==> config.mk <==
export PLATFORM = sky130hd
export DESIGN_NAME = wptr_full
export DESIGN_NICKNAME = d
export VERILOG_FILES = /design/src/rtl/fifo_pkg.sv /design/src/rtl/gray2bin_conv.sv /design/src/rtl/wptr_full.sv
export SDC_FILE = /design/constraint.sdc
export NUM_CORES = 1
export LEC_CHECK = 0
export CAP_MARGIN = 10
export CORE_ASPECT_RATIO = 1.2
export CORE_UTILIZATION = 50
export CTS_CLUSTER_SIZE = 14
export DETAILED_ROUTE_END_ITERATION = 8
export GPL_TIMING_DRIVEN = 0
export PLACE_DENSITY = 0.83
export SETUP_SLACK_MARGIN = 0.2
export SLEW_MARGIN = 10
export SYNTH_ARGS = -nofsm -noshare
export SYNTH_HDL_FRONTEND = slang
export SYNTH_SLANG_ARGS = --single-unit
==> constraint.sdc <==
create_clock -name wclk -period 3.6 [get_ports wclk]
set_input_delay 0.72 -clock wclk [delete_from_list [all_inputs] [get_ports wclk]]
set_output_delay 0.72 -clock wclk [all_outputs]
set_load 0.1 [all_outputs]
==> src/rtl/fifo_pkg.sv <==
// Shared helpers for the asynchronous FIFO pointer logic on both clock domains.
package fifo_pkg;

  // Pointer helpers work on a zero-extended word, so any pointer width up to this one is supported.
  localparam int MAX_PTR_WIDTH = 32;

  function automatic int depth_of(input int addr_width);
    return 1 << addr_width;
  endfunction

  function automatic logic [MAX_PTR_WIDTH-1:0] bin2gray(input logic [MAX_PTR_WIDTH-1:0] bin);
    return (bin >> 1) ^ bin;
  endfunction

  // Prefix XOR from the MSB down, built from log2(width) shift stages.
  function automatic logic [MAX_PTR_WIDTH-1:0] gray2bin(input logic [MAX_PTR_WIDTH-1:0] gray);
    logic [MAX_PTR_WIDTH-1:0] bin;
    bin = gray;
    for (int s = 1; s < MAX_PTR_WIDTH; s = s << 1) begin
      bin = bin ^ (bin >> s);
    end
    return bin;
  endfunction

endpackage

==> src/rtl/gray2bin_conv.sv <==
// Combinational Gray-to-binary converter, shared by the write and read pointer blocks.
module gray2bin_conv
  import fifo_pkg::*;
#(
  parameter int WIDTH = 5
) (
  input  logic [WIDTH-1:0] gray,
  output logic [WIDTH-1:0] bin
);

  assign bin = WIDTH'(gray2bin(MAX_PTR_WIDTH'(gray)));

endmodule

==> src/rtl/wptr_full.sv <==
// Write-domain pointer, full/almost-full flags, fill level and sticky overflow for the async FIFO.
module wptr_full
  import fifo_pkg::*;
#(
  parameter int ADDR_WIDTH   = 4,
  parameter int AFULL_THRESH = 14
) (
  input  logic                  wclk,
  input  logic                  wrst_n,
  input  logic                  winc,
  input  logic [ADDR_WIDTH:0]   wq2_rptr,
  output logic                  wen,
  output logic [ADDR_WIDTH-1:0] waddr,
  output logic [ADDR_WIDTH:0]   wptr,
  output logic                  wfull,
  output logic                  walmost_full,
  output logic [ADDR_WIDTH:0]   wlevel,
  output logic                  woverflow
);

  localparam int PTR_W = ADDR_WIDTH + 1;
  localparam int DEPTH = depth_of(ADDR_WIDTH);
  localparam logic [ADDR_WIDTH:0] AFULL_LVL =
    PTR_W'((AFULL_THRESH > DEPTH) ? DEPTH : AFULL_THRESH);

  logic [ADDR_WIDTH:0] wbin;
  logic [ADDR_WIDTH:0] wbin_next;
  logic [ADDR_WIDTH:0] wgray_next;
  logic [ADDR_WIDTH:0] rbin;
  logic [ADDR_WIDTH:0] lvl_next;
  logic [ADDR_WIDTH:0] full_ptr;

  assign wen        = winc & ~wfull;
  assign waddr      = wbin[ADDR_WIDTH-1:0];
  assign wbin_next  = wbin + PTR_W'(wen);
  assign wgray_next = PTR_W'(bin2gray(MAX_PTR_WIDTH'(wbin_next)));

  gray2bin_conv #(
    .WIDTH(PTR_W)
  ) u_rptr_conv (
    .gray(wq2_rptr),
    .bin (rbin)
  );

  // Level uses the synchronized (stale) read pointer, so it can only overestimate.
  assign lvl_next = wbin_next - rbin;
  // Full when the write pointer has lapped the read pointer: top two Gray bits inverted.
  assign full_ptr = {~wq2_rptr[ADDR_WIDTH:ADDR_WIDTH-1], wq2_rptr[ADDR_WIDTH-2:0]};

  // NOTE: state registers use non-blocking assignments so every flag sees the same pre-edge values.
  always_ff @(posedge wclk or negedge wrst_n) begin
    if (!wrst_n) begin
      wbin         <= '0;
      wptr         <= '0;
      wfull        <= 1'b0;
      walmost_full <= 1'b0;
      wlevel       <= '0;
      woverflow    <= 1'b0;
    end else begin
      wbin         <= wbin_next;
      wptr         <= wgray_next;
      wfull        <= (wgray_next == full_ptr);
      wlevel       <= lvl_next;
      walmost_full <= (lvl_next >= AFULL_LVL);
      woverflow    <= woverflow | (winc & wfull);
    end
  end

endmodule

==> impl_metrics.tcl <==
set metrics [dict create \
    num_vias 623 \
    post-route-worst-setup-slack_ns 0.425 \
    grt_start_max_net_pins 18 \
    worstPathRequired_ns 3.77 \
    cts_setup_buffers 0 \
    drt_wl_total_mm 1.66 \
    syn-num-nets 93 \
    drt_iter0_markers 0 \
    worstPathArrival_ns 3.34 \
    postCtsHoldBufs 0 \
    coreArea_um2 1700 \
    pre_cts_ws_ns 0.0374 \
    setup_viol 0 \
    outcome "finished clean" \
    cts_root_buf "clkbuf_4" \
    hpwlAfterDp_mm 1.28 \
    layout.nets 123 \
    ys.flop_type "dfrtp_1" \
    clk_pin_slew_worst_paths_ns 0.10 \
    ys_top_cells_by_count "dfrtp_1 (17), inv_1 (11), xor2_1 (9)" \
    fp.dieW_um 41.6 \
    worstMarginPinSlew_ns 0.974 \
    fillers 121 \
    fin_crit_sh_pct 88.2 \
    crit_fanout 4 \
    grt_pass1_vias 627 \
    hold_viol_final 0 \
    synth_most_common_cell "dfrtp_1" \
    cp_slowest_cell "clkdlybuf4s50_1" \
    die-area_um2 2060 \
    hp-class "register to register" \
    track_usage_pct 18.2 \
    avgSynthCellArea_um2 11.9 \
    grt_remaining_overflow 0 \
    rsz0062_at_grt "false" \
    ctsResizeCount 0 \
    setup_tns_ns 0 \
    synth_top_area_share_pct 45.3 \
    start_kind "input pin" \
    routedWlPerCell_um 13.2 \
    ios 26 \
    synth_cell_type_count 26 \
    whs_ns 0.461 \
    relSlewSlack_pct 34.8 \
    drc 0 \
    antenna_left 0 \
    post-route-min-period_ns 3.18 \
    clock_sinks 17 \
    drt-pass1-iter-count 1 \
    cts_tree "built" \
    yosysWarnings 0 \
    die_h_um 49.5 \
    maxCapViolations 0 \
    cts_buffers 3 \
    synth-edff-count 0 \
    skew_ns 0.00293 \
    critical_path_class "input pin to register" \
    fp-row-count 16 \
    clockBufferDepth 2 \
    async_flop_share_pct 100 \
    fmax_mhz 315 \
    h-tree-depth 1 \
    drive_gt1_share_pct 10.2 \
    endpoint_kind "register" \
    port_buffers 25 \
    crit_chain "clkdlybuf4s50_1, xnor2_2, xor2_1, xor2_2, xnor2_1, ha_1, fa_1, xnor2_1, nand2_1, o311ai_0" \
    syn-instance-count 79 \
    syn2layout_area_growth_pct 33.7 \
    clk_latency_ns 0.29 \
    synth_area_leaders "dfrtp_1 (45%), xor2_1 (8.4%), ha_1 (6.7%), xnor2_1 (6.5%), inv_1 (4.4%)" \
    slew_violations 0 \
    ys_ff_latch 17 \
    diodes 0 \
    cpMostUsedCell "xnor2_1" \
    vias_per_cell 4.94 \
    synth_top_area_cell "dfrtp_1" \
    slowest_delay_ns 0.52 \
    synth_area_um2 940 \
    synth_seq_area_share_pct 45.3 \
    gp_congestion 0.692 \
    grt_pass1_wl_mm 2.83 \
    antenna_found_initial 0 \
    initial_utilization_pct 55.2 \
]
-- final timing paths --
path,end,depth (start not counted),start,slack (ns)
max,walmost_full,10,wq2_rptr[4],0.42
min,woverflow,1,woverflow,0.46
max reg2reg,walmost_full,11,wfull,1.13
min reg2reg,woverflow,1,woverflow,0.46
max in group asynchronous,wlevel[4],1,wrst_n,2.24
min in group asynchronous,woverflow,1,wrst_n,0.88
-- worst max-delay path, delay by kind of cell --
family          cells  cell delay [ns]
compound gates      1             0.31
xor+xnor            5             1.09
simple gates        1             0.07
fa+ha+maj           2             0.63
buf+inv             1             0.52
-- registers in the layout, summed over array words and instances, names as in the netlist --
signal,cells
wbin,5
wfull,1
wptr,4
wlevel,5
walmost_full,1
woverflow,1
-- cell type report --
cell class / instances / area [um2] / share of cell area, %
Buffer: 1 / 5.00 / 0.398
Timing Repair Buffer: 25 / 253 / 20.1
Clock buffer: 4 / 26.3 / 2.09
Multi-Input combinational cell: 50 / 483 / 38.4
Sequential cell: 17 / 425 / 33.9
Tap cell: 18 / 22.5 / 1.79
Inverter: 11 / 41.3 / 3.29
-- kinds of logic (layout without fill, tap and decap cells) --
| group | Yosys count | in the layout | share of synthesized area (%) |
|---|---|---|---|
| and+or+nand+nor | 15 | 15 | 9.32 |
| AOI/OAI and AO/OA | 9 | 9 | 7.32 |
| adders and majority gates | 6 | 6 | 8.79 |
| DFF | 17 | 17 | 45.3 |
| buffers and inverters | 12 | 41 | 4.93 |
| xor gates and xnor gates | 20 | 20 | 24.4 |
-- stage by stage --
step / instance area [um2] / util (%) / cells
finish: 1260 / 73.8 / 126
global route: 1260 / 73.8 / 126
CTS: 1240 / 72.8 / 126
detailed placement: 1210 / 71.3 / 122
global placement: 1210 / 71.3 / 122
floorplan: 940 / - / 79
-- layout by cell type (no fill, tap or decap), types with 2 or more instances in the layout --
cell	n
ha_1	5
dfrtp_1	17
clkdlybuf4s50_1	24
clkbuf_4	3
o21ai_0	2
xnor2_1	6
nand2_1	4
nor2b_1	3
xor2_1	8
xor2_2	2
nor2_1	2
a21o_1	2
inv_1	11
and3_1	2
-- per-layer routing --
layer | wire (um) | up-vias | track usage, %
met5 | 0 | - | 0
met1 | 694 | 291 | 22.4
met3 | 45 | 4 | 2.56
met4 | 36 | 0 | 9.68
li1 | - | 316 | -
met2 | 888 | 12 | 30.5
Power is not shown: default switching activity piles up to over one toggle a cycle in this logic, so the estimate is an artifact.
